$ cat src/rtl/hrange_stepped_if.sv
// Argument/handshake bundle for the stepped range generator.
// master drives arguments and _ready; slave (the generator) drives the item outputs.
interface hrange_stepped_if #(
    parameter int unsigned WIDTH = 32
);
    logic                    _start;
    logic signed [WIDTH-1:0] start;
    logic signed [WIDTH-1:0] stop;
    logic signed [WIDTH-1:0] step;
    logic                    _ready;
    logic                    _valid;
    logic                    _done;
    logic                    _error;
    logic signed [WIDTH-1:0] _out0;
    logic        [WIDTH-1:0] _out1;

    modport master (
        output _start, start, stop, step, _ready,
        input  _valid, _done, _error, _out0, _out1
    );

    modport slave (
        input  _start, start, stop, step, _ready,
        output _valid, _done, _error, _out0, _out1
    );
endinterface

$ cat src/rtl/hrange_stepped.sv
// Hardware range(start, stop, step) generator with signed step, optional inclusive
// end and overflow-safe termination; one item per clock under _ready/_valid.
module hrange_stepped #(
    parameter int unsigned WIDTH     = 32,
    parameter int unsigned INCLUSIVE = 0
) (
    input  logic              _clock,
    input  logic              _reset,
    hrange_stepped_if.slave   bus
);
    localparam int unsigned XW = WIDTH + 1;

    typedef enum logic {IDLE, RUN} state_t;

    state_t                  state_q, state_d;
    logic                    valid_q, valid_d;
    logic                    done_q,  done_d;
    logic                    error_q, error_d;
    logic signed [WIDTH-1:0] out0_q,  out0_d;
    logic        [WIDTH-1:0] out1_q,  out1_d;
    logic signed [WIDTH-1:0] step_q,  step_d;
    logic signed [WIDTH-1:0] stop_q,  stop_d;
    logic signed [XW-1:0]    nxt;

    function automatic logic signed [XW-1:0] sext(input logic signed [WIDTH-1:0] x);
        return {x[WIDTH-1], x};
    endfunction

    // Zero step never yields items; otherwise direction picks the comparison.
    function automatic logic in_range(input logic signed [XW-1:0]    v,
                                      input logic signed [XW-1:0]    lim,
                                      input logic signed [WIDTH-1:0] stp);
        logic pos;
        logic neg;
        pos = !stp[WIDTH-1] && (stp != '0);
        neg = stp[WIDTH-1];
        if (pos) begin
            return (INCLUSIVE != 0) ? (v <= lim) : (v < lim);
        end else if (neg) begin
            return (INCLUSIVE != 0) ? (v >= lim) : (v > lim);
        end
        return 1'b0;
    endfunction

    function automatic logic fits(input logic signed [XW-1:0] v);
        return v[XW-1] == v[XW-2];
    endfunction

    assign nxt = sext(out0_q) + sext(step_q);

    // Next-state: _start wins over everything, then the accept path in RUN.
    always_comb begin
        state_d = state_q;
        valid_d = valid_q;
        done_d  = 1'b0;
        error_d = error_q;
        out0_d  = out0_q;
        out1_d  = out1_q;
        step_d  = step_q;
        stop_d  = stop_q;
        if (bus._start) begin
            step_d  = bus.step;
            stop_d  = bus.stop;
            error_d = (bus.step == '0);
            if (in_range(sext(bus.start), sext(bus.stop), bus.step)) begin
                out0_d  = bus.start;
                out1_d  = '0;
                valid_d = 1'b1;
                state_d = RUN;
            end else begin
                valid_d = 1'b0;
                done_d  = 1'b1;
                state_d = IDLE;
            end
        end else if (state_q == RUN && valid_q && bus._ready) begin
            if (in_range(nxt, sext(stop_q), step_q) && fits(nxt)) begin
                out0_d = nxt[WIDTH-1:0];
                out1_d = out1_q + WIDTH'(1);
            end else begin
                valid_d = 1'b0;
                done_d  = 1'b1;
                state_d = IDLE;
            end
        end
    end

    always_ff @(posedge _clock or negedge _reset) begin
        if (!_reset) begin
            state_q <= IDLE;
            valid_q <= 1'b0;
            done_q  <= 1'b0;
            error_q <= 1'b0;
            out0_q  <= '0;
            out1_q  <= '0;
            step_q  <= '0;
            stop_q  <= '0;
        end else begin
            state_q <= state_d;
            valid_q <= valid_d;
            done_q  <= done_d;
            error_q <= error_d;
            out0_q  <= out0_d;
            out1_q  <= out1_d;
            step_q  <= step_d;
            stop_q  <= stop_d;
        end
    end

    assign bus._valid = valid_q;
    assign bus._done  = done_q;
    assign bus._error = error_q;
    assign bus._out0  = out0_q;
    assign bus._out1  = out1_q;
endmodule

$ cat src/flat_wrapper.sv
// flat-port wrapper written by rule: the top's interface ports become plain ports
module hrange_stepped_flat 
#(
    parameter int unsigned WIDTH     = 32,
    parameter int unsigned INCLUSIVE = 0
)
  (_clock, _reset, bus__start, bus_start, bus_stop, bus_step, bus__ready, bus__valid, bus__done, bus__error, bus__out0, bus__out1);
  hrange_stepped_if #(.WIDTH(WIDTH)) bus_i ();
  input  logic _clock;
  input  logic _reset;
  input wire logic [$bits(bus_i._start)-1:0] bus__start;
  input wire logic [$bits(bus_i.start)-1:0] bus_start;
  input wire logic [$bits(bus_i.stop)-1:0] bus_stop;
  input wire logic [$bits(bus_i.step)-1:0] bus_step;
  input wire logic [$bits(bus_i._ready)-1:0] bus__ready;
  output wire logic [$bits(bus_i._valid)-1:0] bus__valid;
  output wire logic [$bits(bus_i._done)-1:0] bus__done;
  output wire logic [$bits(bus_i._error)-1:0] bus__error;
  output wire logic [$bits(bus_i._out0)-1:0] bus__out0;
  output wire logic [$bits(bus_i._out1)-1:0] bus__out1;
  assign bus_i._start = bus__start;
  assign bus_i.start = bus_start;
  assign bus_i.stop = bus_stop;
  assign bus_i.step = bus_step;
  assign bus_i._ready = bus__ready;
  assign bus__valid = bus_i._valid;
  assign bus__done = bus_i._done;
  assign bus__error = bus_i._error;
  assign bus__out0 = bus_i._out0;
  assign bus__out1 = bus_i._out1;
  hrange_stepped #(.WIDTH(WIDTH), .INCLUSIVE(INCLUSIVE)) u_core (._clock(_clock), ._reset(_reset), .bus(bus_i));
endmodule
$ cat config.mk
export PLATFORM = sky130hd
export DESIGN_NAME = hrange_stepped_flat
export DESIGN_NICKNAME = d
export VERILOG_FILES = /design/src/rtl/hrange_stepped_if.sv /design/src/rtl/hrange_stepped.sv /design/src/flat_wrapper.sv
export SDC_FILE = /design/constraint.sdc
export NUM_CORES = 1
export LEC_CHECK = 0
export ABC_AREA = 1
export CORE_AREA = 2 2 150 152
export DETAILED_ROUTE_END_ITERATION = 8
export DIE_AREA = 0 0 152 154
export GPL_ROUTABILITY_DRIVEN = 0
export GPL_TIMING_DRIVEN = 0
export HOLD_SLACK_MARGIN = 0.12
export PLACE_DENSITY_LB_ADDON = 0.12
export SYNTH_ARGS = -nofsm -noshare
export SYNTH_HDL_FRONTEND = slang
export SYNTH_SLANG_ARGS = --single-unit
$ cat constraint.sdc
create_clock -name _clock -period 4 [get_ports _clock]
set_clock_uncertainty 0.1 [all_clocks]
set_input_delay 0.8 -clock _clock [delete_from_list [all_inputs] [get_ports _clock]]
set_output_delay 0.8 -clock _clock [all_outputs]
set_load 0.02 [all_outputs]
---- After elaboration in Yosys (flattened, before gate mapping) ----
Cells that the tools add are included.
W data, S select, Z words.
storage, ports and cells
  output and inout port bits .............. 67
  input port bits ......................... 100
  logic and storage cells ................. 61
  register bits after elaboration ......... 131
cells by class
  mux-type cells .......................... 32
  equal/unequal tests ..................... 3
  reductions and logical operators ........ 13
  $lt $le $gt $ge ......................... 4
  add/subtract/negate cells ............... 2
operators by type and width
  cell                     count
  $mux W32                 8
  $reduce_bool A32 Y1      2
  $add A32 B32 Y33         1
  $gt A33 B32 Y1           1
  $lt A33 B32 Y1           1
  $add A32 B1 Y32 const B  1
  $gt A32 B32 Y1           1
  $logic_not A32 Y1        1
  $lt A32 B32 Y1           1
  $mux W1                  24
  $logic_and A1 B1 Y1      4
  $reduce_bool A2 Y1       2
  $reduce_and A3 Y1        1
  $logic_not A1 Y1         2
  $ne A2 B1 Y1 const B     1
  $ne A2 B2 Y1 const B     1
  $reduce_and A2 Y1        1
  $eq A1 B1 Y1             1

---- Logic depth before layout (Yosys ltp) ----
  depth after elaboration ................. 12
  gate-level depth with buffers ........... 28
  mapped depth without buffers ............ 27

---- Least setup slack after synthesis ----
OpenSTA, ideal clock, no wires.
  path type ............................... flip-flop to flip-flop
  from .................................... register u_core.out0_q[0], in the netlist u_core.bus._out0[0]
  to ...................................... register u_core.out1_q[23], in the netlist u_core.bus._out1[23]
  arrival time ............................ 3.714 ns
  path buffers ............................ 2
  library setup time ...................... 0.117 ns
  cell stages (with the launch flop) ...... 26
  setup slack ............................. 0.070 ns
  data required time ...................... 3.783 ns
  period minus slack after synthesis ...... 3.930 ns
  path through ............................ dfrtp_1 > ha_1 > fa_1 > nand2_1 > nand2_1 > nand2_2 > o21ai_2 > a21oi_1 > o21ai_0 > or2_2 > and2_1 > ha_1 > nand2_1 > nor2_1 > nor3b_1 > nand2_1 > nand2_1 > nand2_1 > nand3_1 > nand3_1 > nand2_1 > nand3_4 > buf_12 > buf_12 > nand3_2 > nand2_1
on the way
  longest elaborated chain between the ends .. 10
  elaborated cells between the ends (all ways) .. 12
  those cells by class .................... add/sub: 1; order compare: 2; eq/ne: 1; mux: 5; reduce/logical: 3
ends and longest elaborated chain
  item                            RTL line               source
  start: declaration              hrange_stepped.sv:19   logic signed [WIDTH-1:0] out0_q, out0_d;
  start signal: assignment        hrange_stepped.sv:102  out0_q <= out0_d;
  $add A32 B32 Y33 *              hrange_stepped.sv:49   assign nxt = sext(out0_q) + sext(step_q);
  $gt A33 B32 Y1                  hrange_stepped.sv:40   return (INCLUSIVE != 0) ? (v >= lim) : (v > lim);
  $mux W1                         hrange_stepped.sv:39   end else if (neg) begin
  $mux W1                         hrange_stepped.sv:37   if (pos) begin
  $mux W1                         hrange_stepped.sv:42   return 1'b0;
  $mux W1                         hrange_stepped.sv:75   end else if (state_q == RUN && valid_q && bus._ready) begin
  $mux W1                         hrange_stepped.sv:61   if (bus._start) begin
  $logic_and A1 B1 Y1 *           hrange_stepped.sv:76   if (in_range(nxt, sext(stop_q), step_q) && fits(nxt)) begin
  $reduce_bool A2 Y1 (no line) *  --
  $reduce_and A3 Y1 (no line) *   --
  end signal: assignment          hrange_stepped.sv:103  out1_q <= out1_d;
  end: declaration                hrange_stepped.sv:20   logic [WIDTH-1:0] out1_q, out1_d;
Mark *: on every way between the ends. The rest lies on a longest branch, timed or not. The select of a mux whose other input is x is not followed.
A chain may end at the register's enable or synchronous reset.

---- Worst setup path after layout ----
  from .................................... register u_core.out0_q[0], in the netlist u_core.bus._out0[0]
  to ...................................... register u_core.out0_q[27], in the netlist u_core.bus._out0[27]
on the way
  longest elaborated chain between the ends .. 10
  elaborated cells between the ends (all ways) .. 15
  those cells by class .................... add/sub: 1; order compare: 2; eq/ne: 1; mux: 8; reduce/logical: 3
ends and longest elaborated chain
  item                          RTL line
  $add A32 B32 Y33 *            hrange_stepped.sv:49
  $gt A33 B32 Y1                hrange_stepped.sv:40
  $mux W1                       hrange_stepped.sv:39
  $mux W1                       hrange_stepped.sv:37
  $mux W1                       hrange_stepped.sv:42
  $mux W1                       hrange_stepped.sv:75
  $mux W1                       hrange_stepped.sv:61
  $logic_and A1 B1 Y1           hrange_stepped.sv:76
  $reduce_bool A2 Y1 (no line)  --
  $reduce_and A3 Y1 (no line)   --
Marks and branches as above.

==> qor.yml <==
global_route:
  grt_util_all_layers: 0.288
  grt_max_degree: 91
  grt_pass1_wl_um: 53700
  grt_overflow: 0
  grt_pass1_vias: 10500
  antenna_found_initial: 0
die:
  dieWidth_um: 152
  core.rowCount: 54
  io_pins: 167
  start_util: 0.492
  die_h_um: 154
  die_area_um2: 23400
  design.core.area_um2: 21700
setup_path:
  critPathMaxFanout: 5
  critical_path_arrival_ns: 4.35
  slowest_stage: "dfrtp_1"
  critical_path_buf_inv_count: 3
  worstSetupEndpointType: "flop"
  critPathKind: "flop to flop"
  worstPathRequired_ns: 4.22
  cp_top_family: "simple AND/OR/NAND/NOR gates"
  critPathMaxStageDelay_ns: 0.42
  startpoint_type: "flop"
outcome:
  violations: "setup timing"
  status: "complete, but fails checks"
drt:
  ant_nets: 0
  drc: 0
  first_pass_iters: 5
  drtIter0Drc: 991
  wl_per_cell_um: 17.6
  viasPerCell: 5.38
  vias: 10800
  routed_wl_um: 35300
sta:
  slew_headroom: 0.371
  final_hold_viol_count: 0
  tightest_slew_ns: 0.934
  period_share: 1.03
  fin_crit_ns: 4.12
  post-route-worst-setup-slack_ns: -0.123
  rsz0062_at_grt: "true"
  whs_ns: 0.164
  fmax_mhz: 243
  setup_viol: 64
  drv_slew: 0
clock_tree:
  clock-sinks: 131
  cts_hold_buffers: 0
  clk_latency_ns: 0.44
  cts_buffer_depth: 2
  cts_max_level: 4
  path_clk_slew_ns: 0.06
  cts_tree: "done"
  cts-root-buf: "clkbuf_16"
  numCtsBuffers: 17
layout:
  drive_gt1_frac: 0.166
  diodes: 0
  fin_nets: 1916
  flow.area_growth_from_synthesis_pct: 35.6
  num-fill-cells: 1851
place:
  port_buffers: 165
  dpl.hpwl_um: 25600
logic_synthesis:
  ys_seq_area_frac: 0.308
  ys.flop_type: "dfrtp_1"
  syn-instance-count: 1499
  yosys_warnings: 0
  synth_fp_nets: 1698
  synth-edff-count: 0
  synth-seq-cells: 131
  ys_types: 46
  ys_async_sr_fraction: 1.00
  netlist_area_um2: 10700
  synth_area_per_cell_um2: 7.11
pwr:
  power_mw: 8.71
  total_leakage_power_nw: 7.14
  p_per_area_nw_per_um2: 603
  ir_drop_uv: 356
job:
  cap_viol_max_count: 0
worst_hold_path:
  hp-class: "input port to asynchronous set/reset pin"
[logic make-up after synthesis]
| family | synth area share |
|---|---|
| fa+ha+maj | 0.117 |
| buf+inv | 0.0921 |
| simple gates | 0.373 |
| compound gates | 0.0808 |
| flops | 0.308 |
| xor+xnor | 0.0296 |
[report_power, final]
part	switching, mW	total (mW)	internal (mW)
clock	0.646	1.60	0.954
sequential	0.332	1.88	1.55
combinational	2.95	5.23	2.28
total	3.93	8.71	4.79
[placed cells by master (no fill, tap or decap), types with 4 or more instances in the layout]
master	n
a21o_1	10
dfrtp_1	121
dfrtp_2	10
nand2_1	521
inv_2	5
nand3_2	71
o21bai_1	6
nand3_1	44
buf_6	5
clkinv_4	4
inv_1	172
nor2_1	89
nand4_1	18
o21ai_0	53
nand2_4	4
buf_4	30
ha_4	28
o21a_1	5
ha_1	69
nor3_1	16
xnor2_1	5
nand2_2	25
nor2_2	11
a21oi_2	10
clkbuf_16	24
nand3_4	4
nor3b_1	4
nor4_1	15
xor2_1	29
a21oi_1	48
nand3b_1	5
nor3_2	6
clkdlybuf4s50_1	164
clkbuf_1	23
a21oi_4	4
and2_1	9
o21ai_1	7
buf_12	7
[area by class of cell]
| class | instances | area, um2 | area share |
|---|---|---|---|
| Multi-Input combinational cell | 1148 | 7110 | 0.492 |
| Clock buffer | 21 | 460 | 0.0319 |
| Timing Repair Buffer | 199 | 2100 | 0.145 |
| Tap cell | 280 | 350 | 0.0242 |
| Buffer | 43 | 353 | 0.0244 |
| Clock inverter | 11 | 129 | 0.00892 |
| Sequential cell | 131 | 3290 | 0.228 |
| Inverter | 177 | 664 | 0.0460 |
[per-stage QoR]
stage / area (um2) / util / setup TNS, ns / instances / setup WS (ns)
2_1_floorplan: 10700 / - / 0 / 1499 / 0.0697
3_3_place_gp: 12700 / 0.584 / -473.14 / 1944 / -3.40
3_5_place_dp: 12700 / 0.585 / -33.56 / 1945 / -0.582
4_1_cts: 13800 / 0.636 / -1.71 / 1992 / -0.0623
5_1_grt: 14500 / 0.666 / -23.79 / 2010 / -0.401
6_report: 14500 / 0.666 / -6.03 / 2010 / -0.123
[synthesized netlist by cell type (11+ instances only)]
| cell type | instances | area (um2) |
|---|---|---|
| nor2_1 | 98 | 368 |
| nand3_2 | 63 | 631 |
| ha_1 | 98 | 1230 |
| nand3_1 | 55 | 275 |
| dfrtp_1 | 131 | 3280 |
| clkbuf_1 | 21 | 78.8 |
| inv_1 | 172 | 646 |
| and2_1 | 11 | 68.8 |
| nand2_1 | 541 | 2030 |
| nor4_1 | 15 | 93.8 |
| xor2_1 | 31 | 272 |
| nor3_1 | 18 | 90.1 |
| nand4_1 | 18 | 113 |
| a21oi_1 | 62 | 310 |
| o21ai_0 | 61 | 305 |
[registers in the layout (all words and copies together), names as in the netlist]
register           count
u_core.step_q         32
u_core.bus._out1      32
u_core.bus._error      1
u_core.bus._out0      32
u_core.state_q         1
u_core.stop_q         32
u_core.bus._done       1
[routing by layer]
metal  track usage  vias up  wire length (um)
li1              -     5251                 -
met1         0.376     5012             15000
met2         0.473      443             16200
met3        0.0550      102              2530
met4         0.118        0              1610
met5             0        -                 0
[worst paths after layout]
| kind | from | endpoint | slack [ns] | depth (start not counted) |
|---|---|---|---|---|
| worst max-delay path | u_core.bus._out0[0] | u_core.bus._out0[27] | -0.12 | 25 |
| worst min-delay path | _reset | u_core.stop_q[18] | 0.16 | 1 |
| worst min register to register | u_core.stop_q[0] | u_core.stop_q[0] | 0.40 | 2 |
| min in group _clock | u_core.stop_q[0] | u_core.stop_q[0] | 0.40 | 2 |
| max in group asynchronous | _reset | u_core.bus._out0[5] | 2.79 | 2 |
| worst max register to register | u_core.bus._out0[0] | u_core.bus._out0[27] | -0.12 | 25 |
[worst register-to-register path, delay by kind of cell (launching register included)]
family                     cells  cell delay (ns)
and+or+nand+nor               15             1.56
adders and majority gates      3             0.84
AOI/OAI and AO/OA              4             0.63
buffers and inverters          3             0.44
DFF                            1             0.42
[what timing repair did]
item	4_1_cts	5_1_grt
setup buffers	13	11
hold endpoints to repair	0	0
gates cloned	2	7
resized for setup	73	81
pin swaps	38	44
setup endpoints to repair	66	66
No activity file was read; power rests on OpenSTA's default activity.
